--- src/rtl/ps2_key_ctrl.sv ---
// PS/2 scan-code sequencer: pops bytes from the receiver FIFO, decodes make/break/extended
// sequences, tracks modifier state and emits one-cycle key events.
module ps2_key_ctrl #(
  parameter int unsigned CNT_W     = 8,
  parameter logic [7:0]  HOLD_IDLE = 8'h00
) (
  input  logic             clk,
  input  logic             clr,
  input  logic             ready,
  input  logic [7:0]       data,
  input  logic             overflow,
  output logic             nextdata_n,
  output logic [7:0]       key_code,
  output logic             key_ext,
  output logic             make_p,
  output logic             rpt_p,
  output logic             brk_p,
  output logic             shift,
  output logic             ctrl,
  output logic             caps,
  output logic [CNT_W-1:0] count,
  output logic             err
);

  localparam logic [7:0] CodeExt    = 8'hE0;
  localparam logic [7:0] CodeBrk    = 8'hF0;
  localparam logic [7:0] CodeLShift = 8'h12;
  localparam logic [7:0] CodeRShift = 8'h59;
  localparam logic [7:0] CodeCtrl   = 8'h14;
  localparam logic [7:0] CodeCaps   = 8'h58;

  typedef enum logic [1:0] {FIdle, FPop, FGap} fetch_e;
  typedef enum logic [1:0] {DBase, DExt, DBrk, DExtBrk} dec_e;

  fetch_e fetch_q, fetch_d;
  dec_e   dec_q, dec_d;

  logic [7:0]       byte_q;
  logic             handoff;
  logic             is_make, is_brk, cur_ext, proto_err;
  logic             held_match;

  logic [7:0]       code_q, code_d;
  logic             ext_q, ext_d;
  logic             make_q, make_d;
  logic             rpt_q, rpt_d;
  logic             brk_q, brk_d;
  logic             lsh_q, lsh_d;
  logic             rsh_q, rsh_d;
  logic             ctrl_q, ctrl_d;
  logic             caps_q, caps_d;
  logic [CNT_W-1:0] count_q, count_d;
  logic             err_q, err_d;

  // Fetch FSM: state register
  always_ff @(posedge clk or posedge clr) begin
    if (clr) begin
      fetch_q <= FIdle;
    end else begin
      fetch_q <= fetch_d;
    end
  end

  // Fetch FSM: next state
  always_comb begin
    fetch_d = fetch_q;
    unique case (fetch_q)
      FIdle:   if (ready) fetch_d = FPop;
      FPop:    fetch_d = FGap;
      FGap:    fetch_d = FIdle;
      default: fetch_d = FIdle;
    endcase
  end

  // Fetch FSM: outputs; an overflow in the pop cycle discards the byte
  always_comb begin
    nextdata_n = (fetch_q != FPop);
    handoff    = (fetch_q == FPop) && !overflow;
  end

  always_ff @(posedge clk or posedge clr) begin
    if (clr) begin
      byte_q <= 8'h00;
    end else if (fetch_q == FIdle && ready) begin
      byte_q <= data;
    end
  end

  // Decode FSM: state register
  always_ff @(posedge clk or posedge clr) begin
    if (clr) begin
      dec_q <= DBase;
    end else begin
      dec_q <= dec_d;
    end
  end

  // Decode FSM: next state and decoded action
  always_comb begin
    dec_d     = dec_q;
    is_make   = 1'b0;
    is_brk    = 1'b0;
    cur_ext   = 1'b0;
    proto_err = 1'b0;
    if (overflow) begin
      dec_d = DBase;
    end else if (handoff) begin
      unique case (dec_q)
        DBase: begin
          if (byte_q == CodeExt) begin
            dec_d = DExt;
          end else if (byte_q == CodeBrk) begin
            dec_d = DBrk;
          end else begin
            is_make = 1'b1;
          end
        end
        DExt: begin
          if (byte_q == CodeBrk) begin
            dec_d = DExtBrk;
          end else if (byte_q == CodeExt) begin
            proto_err = 1'b1;
          end else begin
            is_make = 1'b1;
            cur_ext = 1'b1;
            dec_d   = DBase;
          end
        end
        DBrk, DExtBrk: begin
          dec_d = DBase;
          if (byte_q == CodeExt || byte_q == CodeBrk) begin
            proto_err = 1'b1;
          end else begin
            is_brk  = 1'b1;
            cur_ext = (dec_q == DExtBrk);
          end
        end
        default: dec_d = DBase;
      endcase
    end
  end

  // Decode FSM: key state and event outputs
  always_comb begin
    code_d     = code_q;
    ext_d      = ext_q;
    make_d     = 1'b0;
    rpt_d      = 1'b0;
    brk_d      = 1'b0;
    lsh_d      = lsh_q;
    rsh_d      = rsh_q;
    ctrl_d     = ctrl_q;
    caps_d     = caps_q;
    count_d    = count_q;
    err_d      = err_q | proto_err | overflow;
    held_match = (byte_q == code_q) && (cur_ext == ext_q);

    if (is_make) begin
      case (byte_q)
        CodeLShift: lsh_d  = 1'b1;
        CodeRShift: rsh_d  = 1'b1;
        CodeCtrl:   ctrl_d = 1'b1;
        default: begin
          if (held_match) begin
            rpt_d = 1'b1;
          end else begin
            if (byte_q == CodeCaps && !cur_ext) caps_d = ~caps_q;
            code_d = byte_q;
            ext_d  = cur_ext;
            make_d = 1'b1;
          end
        end
      endcase
    end

    if (is_brk) begin
      case (byte_q)
        CodeLShift: lsh_d  = 1'b0;
        CodeRShift: rsh_d  = 1'b0;
        CodeCtrl:   ctrl_d = 1'b0;
        default: begin
          if (held_match) begin
            brk_d   = 1'b1;
            count_d = count_q + CNT_W'(1);
            code_d  = HOLD_IDLE;
            ext_d   = 1'b0;
          end
        end
      endcase
    end
  end

  always_ff @(posedge clk or posedge clr) begin
    if (clr) begin
      code_q  <= HOLD_IDLE;
      ext_q   <= 1'b0;
      make_q  <= 1'b0;
      rpt_q   <= 1'b0;
      brk_q   <= 1'b0;
      lsh_q   <= 1'b0;
      rsh_q   <= 1'b0;
      ctrl_q  <= 1'b0;
      caps_q  <= 1'b0;
      count_q <= '0;
      err_q   <= 1'b0;
    end else begin
      code_q  <= code_d;
      ext_q   <= ext_d;
      make_q  <= make_d;
      rpt_q   <= rpt_d;
      brk_q   <= brk_d;
      lsh_q   <= lsh_d;
      rsh_q   <= rsh_d;
      ctrl_q  <= ctrl_d;
      caps_q  <= caps_d;
      count_q <= count_d;
      err_q   <= err_d;
    end
  end

  assign key_code = code_q;
  assign key_ext  = ext_q;
  assign make_p   = make_q;
  assign rpt_p    = rpt_q;
  assign brk_p    = brk_q;
  assign shift    = lsh_q | rsh_q;
  assign ctrl     = ctrl_q;
  assign caps     = caps_q;
  assign count    = count_q;
  assign err      = err_q;

endmodule
--- config.mk ---
export PLATFORM = sky130hd
export DESIGN_NAME = ps2_key_ctrl
export DESIGN_NICKNAME = d
export VERILOG_FILES = /design/src/rtl/ps2_key_ctrl.sv
export SDC_FILE = /design/constraint.sdc
export NUM_CORES = 1
export LEC_CHECK = 0
export ABC_AREA = 1
export BUFFER_PORTS_ARGS = -buffer_cell sky130_fd_sc_hd__buf_2
export CAP_MARGIN = 0
export CELL_PAD_IN_SITES_DETAIL_PLACEMENT = 0
export CELL_PAD_IN_SITES_GLOBAL_PLACEMENT = 1
export CORE_MARGIN = 3
export CORE_UTILIZATION = 41
export DETAILED_ROUTE_END_ITERATION = 7
export PLACE_DENSITY_LB_ADDON = 0.1
export SETUP_SLACK_MARGIN = 0.2
export SYNTH_ARGS = -nofsm -noshare
export SYNTH_HDL_FRONTEND = slang
export SYNTH_SLANG_ARGS = --single-unit
--- constraint.sdc ---
create_clock -name clk -period 2.4 [get_ports clk]
set_clock_uncertainty 0.15 [all_clocks]
set_input_delay 0.72 -clock clk [delete_from_list [all_inputs] [get_ports clk]]
set_output_delay 0.72 -clock clk [all_outputs]
set_load 0.01 [all_outputs]
* Word level (Yosys, flattened, before mapping)
Index checks and enable logic that the tools add are counted.
Word-level totals: input port bits 12, logic and storage cells 113, output and inout port bits 25, bits in registers 37
Operators by class: equal/unequal tests 16, reduce and logical (&&, ||, !) cells 15, bitwise operators 6, add/sub/neg operators 1, multiplexer cells 61
Operators by type and width (count):
- 8-bit two-way mux | 6
- 1-bit two-way mux | 43
- 8-bit by 5-bit == test with 1-bit output, second input constant | 2
- 8-bit by 7-bit == test with 1-bit output, second input constant | 2
- 8-bit == test, second input constant | 2
- 2-bit two-way mux | 7
- 8-bit by 1-bit adder with 8-bit output, second input constant | 1
- 8-bit == test | 1
- 4-bit inequality test, second input constant | 2
- 1-bit one-hot mux with 2 select lines | 3
- 2-bit one-hot mux with 3 select lines | 1
- 3-bit AND reduction | 2
- 2-bit by 1-bit == test with 1-bit output, second input constant | 2
- 2-bit == test, second input constant | 2
- 1-bit logical AND | 4
- 2-bit zero test | 2
- 2-bit one-hot mux with 2 select lines | 1
- 4-bit AND reduction | 1
- 1-bit NOT | 3
- 1-bit bitwise OR | 3
- 3-bit OR reduction | 1
- 1-bit zero test | 2
- 2-bit by 1-bit inequality test with 1-bit output, second input constant | 1
- 2-bit inequality test, second input constant | 1
- other kinds (4) | 4

* Depth between registers and ports, before layout
word-level depth 14, mapped depth 11

* Least setup slack after synthesis
No wires, ideal clock.
path type input -> register, start point input overflow, end point register code_q[5], in the netlist key_code[5], stages 9, setup slack 0.387 ns, required time 2.133 ns, arrival time 1.746 ns, buffers on the path 1, cell sequence inv_1 > nand3_1 > nor2_1 > nand3_1 > nand2_2 > nand3_4 > buf_6 > o21ai_1 > inv_1
Between the ends: word-level cells in the longest chain between the ends 12, elaborated cells on any way between the ends 16, classes of those cells eq/ne: 1; mux: 12; reduce/logical: 3
RTL lines:
- from (decl) | line 11 | input logic overflow,
- 1-bit zero test | line 78 | handoff = (fetch_q == FPop) && !overflow;
- 1-bit logical AND | line 78
- 1-bit two-way mux | line 107 | end else if (handoff) begin
- 1-bit two-way mux | line 105 | if (overflow) begin
- 1-bit == test | line 156 | held_match = (byte_q == code_q) && (cur_ext == ext_q);
- 1-bit logical AND | line 156
- 8-bit two-way mux | line 164 | if (held_match) begin
- 8-bit two-way mux | line 159 | case (byte_q)
- 8-bit two-way mux | line 158 | if (is_make) begin
- 8-bit two-way mux | line 182 | if (held_match) begin
- 8-bit two-way mux | line 177 | case (byte_q)
- 8-bit two-way mux * | line 176 | if (is_brk) begin
- via code_d[5] | line 43 | logic [7:0] code_q, code_d;
- to (signal assigned) | line 207 | code_q <= code_d;
- to (decl) | line 43
The timed path passes the listed nets; every way through them passes the cells marked *. A chain may end at the register's enable or synchronous reset.

* Worst setup path in the final report
start point input overflow, end point register code_q[4], in the netlist key_code[4]
The elaborated chain is that of the path after synthesis.

==> impl_results.md <==
* H-tree Lvls at 2
* Levels on crit path at 10
* Mapped cell area at 2200 um2
* Post-cts resize count at 0
* Die height at between 70 and 80 um
* Area growth, synth to finish at 15.1%
* Crit path buf inv count at 3
* Ports at 37
* Crit path to: key_code[4]$_DFF_PP0_
* Asr flop ratio synth at 100%
* Critical path fanouts, max at 19
* Max stage delay on crit path at 280 ps
* Endpoints failing setup at 0
* Setup Fix Bufs, Post-CTS at 0
* R2R depth at 10
* Ys flop type: dfrtp_1
* Max frequency at between 0.5 and 0.6 GHz
* Final Hold Fails at 0
* Synth unique cells at 34
* Synth top area share at a little over two fifths
* Lkg Pwr at 1.34 nW
* DR WL/cell at 11.9 um
* IO buf count at 36
* ANT cells at 0
* Slew Limit Fails at 0
* DR vias at ~1800
* CP delay by family, top: simple AND/OR/NAND/NOR gates
* Flops & latches, synth at 37
* Most common cell in the netlist: nand2_1
* Fin crit share at 81.6%
* Hpwl dp at 3.45 mm
* Worst r2r src: byte_q[3]$_DFFE_PP0P_
* Actual slew at the worst max-slew pin at 484 ps
* Cell Rows at 26
* Die footprint at roughly 6300 um2
* Fin Setup TNS at 0 ps
* Starting DRT DRC Count at 92
* Routed wire length at 4.67 mm
* Cells after Synth at 280
* Hold Crit Start: err$_DFF_PP0_
* Outcome: finished clean
* Mapped Nets at 293
* Critical path capture point type: flip-flop
* Vias in the first global route at around 1700
* Initial Utilization at approximately 43%
* Worst EP arrival at slightly below 2000 ps
* EDFF count, synth at 0
* Syn Area/Cell at 7.84 um2
* CTS buffer count at 5
* Antenna violations before repair at 0
* First-pass GRT wire length at 8.20 mm
* Worst Path Required at 2430 ps
* Share of post-route cells with drive strength above 1 at 24.6%
* Vias per cell at 4.66
* Reg2Reg Setup Slack at 450 ps
* Slew margin rel. at 67.8%
* Tightest Hold Check Type: flip-flop to flip-flop
* Peak supply drop at approximately 0.00037 V
* Die span in x at between 70 and 80 um
* Reg clk slew, reported paths at 70 ps
* Max Cap Viol at 0
* CP Class: primary input to flip-flop
* Core Footprint at roughly 5100 um2
* Synth warnings at 0
* RSZ-0062 raised after global routing: false
* Sequential area share after synthesis at 42.2%
* R2r endpoint: key_code[4]$_DFF_PP0_
* Non-filler cells, final at 391
* Synth top cells by count: nand2_1, inv_1, dfrtp_1, nor2_1, nand3_1
* First-pass DRT Iterations at 4
* CP Launch Type: primary input
* Cell taking the most area after synthesis: dfrtp_1
* Final min period at 1960 ps
* Antenna viol nets, final at 0
* CTS tree: yes
* Post-route DRC at 0
* CTS max path bufs at 2
* Skew-Pair Late Insertion Delay at 290 ps
* GRT Total Usage at between 10% and 20%
* Synth top area cells: dfrtp_1, nand2_1, inv_1
* Gr ovfl total at 0
* Critical path origin: overflow
* Largest net degree at the start of global routing at 38
* CTS root buf: clkbuf_8
* CP max-delay cell: nand3_4
* Placed Cells at 384
* Clock sinks at 37
* GP Congestion at 0.792
* Cell Chain, Critical Path: buf_2, inv_1, nand3_1, nor2_1, buf_4, nand3_2, nand3_4, nand3_1, nand2_1, nor2_1
* Nets at 334
* Pwr dens at 762 nW/um2
* Hold-fix buffer count after cts at 0
cell families (layout without fill, tap and decap cells):
family                     count (synthesis)  in the layout  share of synthesized area [%]
and+or+nand+nor                          151            151                           33.7
xor gates and xnor gates                   6              6                           2.39
AOI/OAI and AO/OA                         36             36                           11.1
adders and majority gates                  1              1                          0.570
buffers and inverters                     49             90                           10.1
DFF                                       37             37                           42.2
cell type report:
type	count	area, um2
clock buffer	7	86.3
fill	544	2610
multi-input combinational	194	1050
inverter	44	165
timing repair buffer	39	215
sequential	37	926
tap	70	87.6
metal layers:
metal | up-vias | global-route usage [%] | part of all wire [%]
li1 | 953 | - | -
met1 | 833 | 23.6 | 51
met2 | 31 | 25.3 | 44
met3 | 5 | 4.31 | 4.0
met4 | 0 | 4.64 | 0.99
met5 | - | 0 | 0
worst min path at each step:
stage / to / slack (ps) / depth (start not counted)
CTS: err$_DFF_PP0_ / 330 / 2
global placement: err$_DFF_PP0_ / 310 / 2
finish: err$_DFF_PP0_ / 320 / 2
global route: err$_DFF_PP0_ / 370 / 2
detailed placement: err$_DFF_PP0_ / 310 / 2
floorplan: lsh_q$_DFF_PP0_ / 310 / 1
worst reg2reg max path, delay by kind of cell, from the launching register on:
kind	cells	cell delay (ps)
flip-flops	1	410
AND/OR/NAND/NOR	9	1140
buffers and inverters	1	150
power by group:
part,total [mW],leakage (nW),internal [mW],switching (mW)
combinational,0.613,0.819,0.231,0.382
clock,0.443,0.0443,0.228,0.215
sequential,0.870,0.476,0.742,0.128
total,1.93,1.34,1.20,0.725
cell usage in the layout, fill, tap and decap left out, types with 6 or more instances in the layout:
master	instances
o21ai_2	7
nor2_1	23
clkbuf_8	6
inv_1	40
o21ai_0	11
nand3_1	12
a21oi_1	8
dfrtp_1	37
nand2_1	89
buf_2	36
state kept, by name, summed over array words and instances, names as in the netlist:
name / flops
err: 1
brk_p: 1
rpt_p: 1
key_code: 8
dec_q: 2
count: 8
caps: 1
key_ext: 1
rsh_q: 1
lsh_q: 1
make_p: 1
byte_q: 8
fetch_q: 2
ctrl: 1
stage by stage:
| step | hold WS [ps] | total power [mW] | util, % | area (um2) | worst slack, ps |
|---|---|---|---|---|---|
| 6_report | 323 | 1.93 | 49.2 | 2530 | 442 |
| 5_1_grt | 368 | 2.09 | 49.2 | 2530 | 224 |
| 4_1_cts | 326 | 1.95 | 49.2 | 2530 | 421 |
| 2_1_floorplan | 315 | 1.31 | - | 2200 | 387 |
| 3_5_place_dp | 309 | 1.50 | 47.5 | 2440 | 129 |
| 3_3_place_gp | 312 | 1.50 | 47.5 | 2440 | 97.9 |
Power figures use the tool's default switching activity.
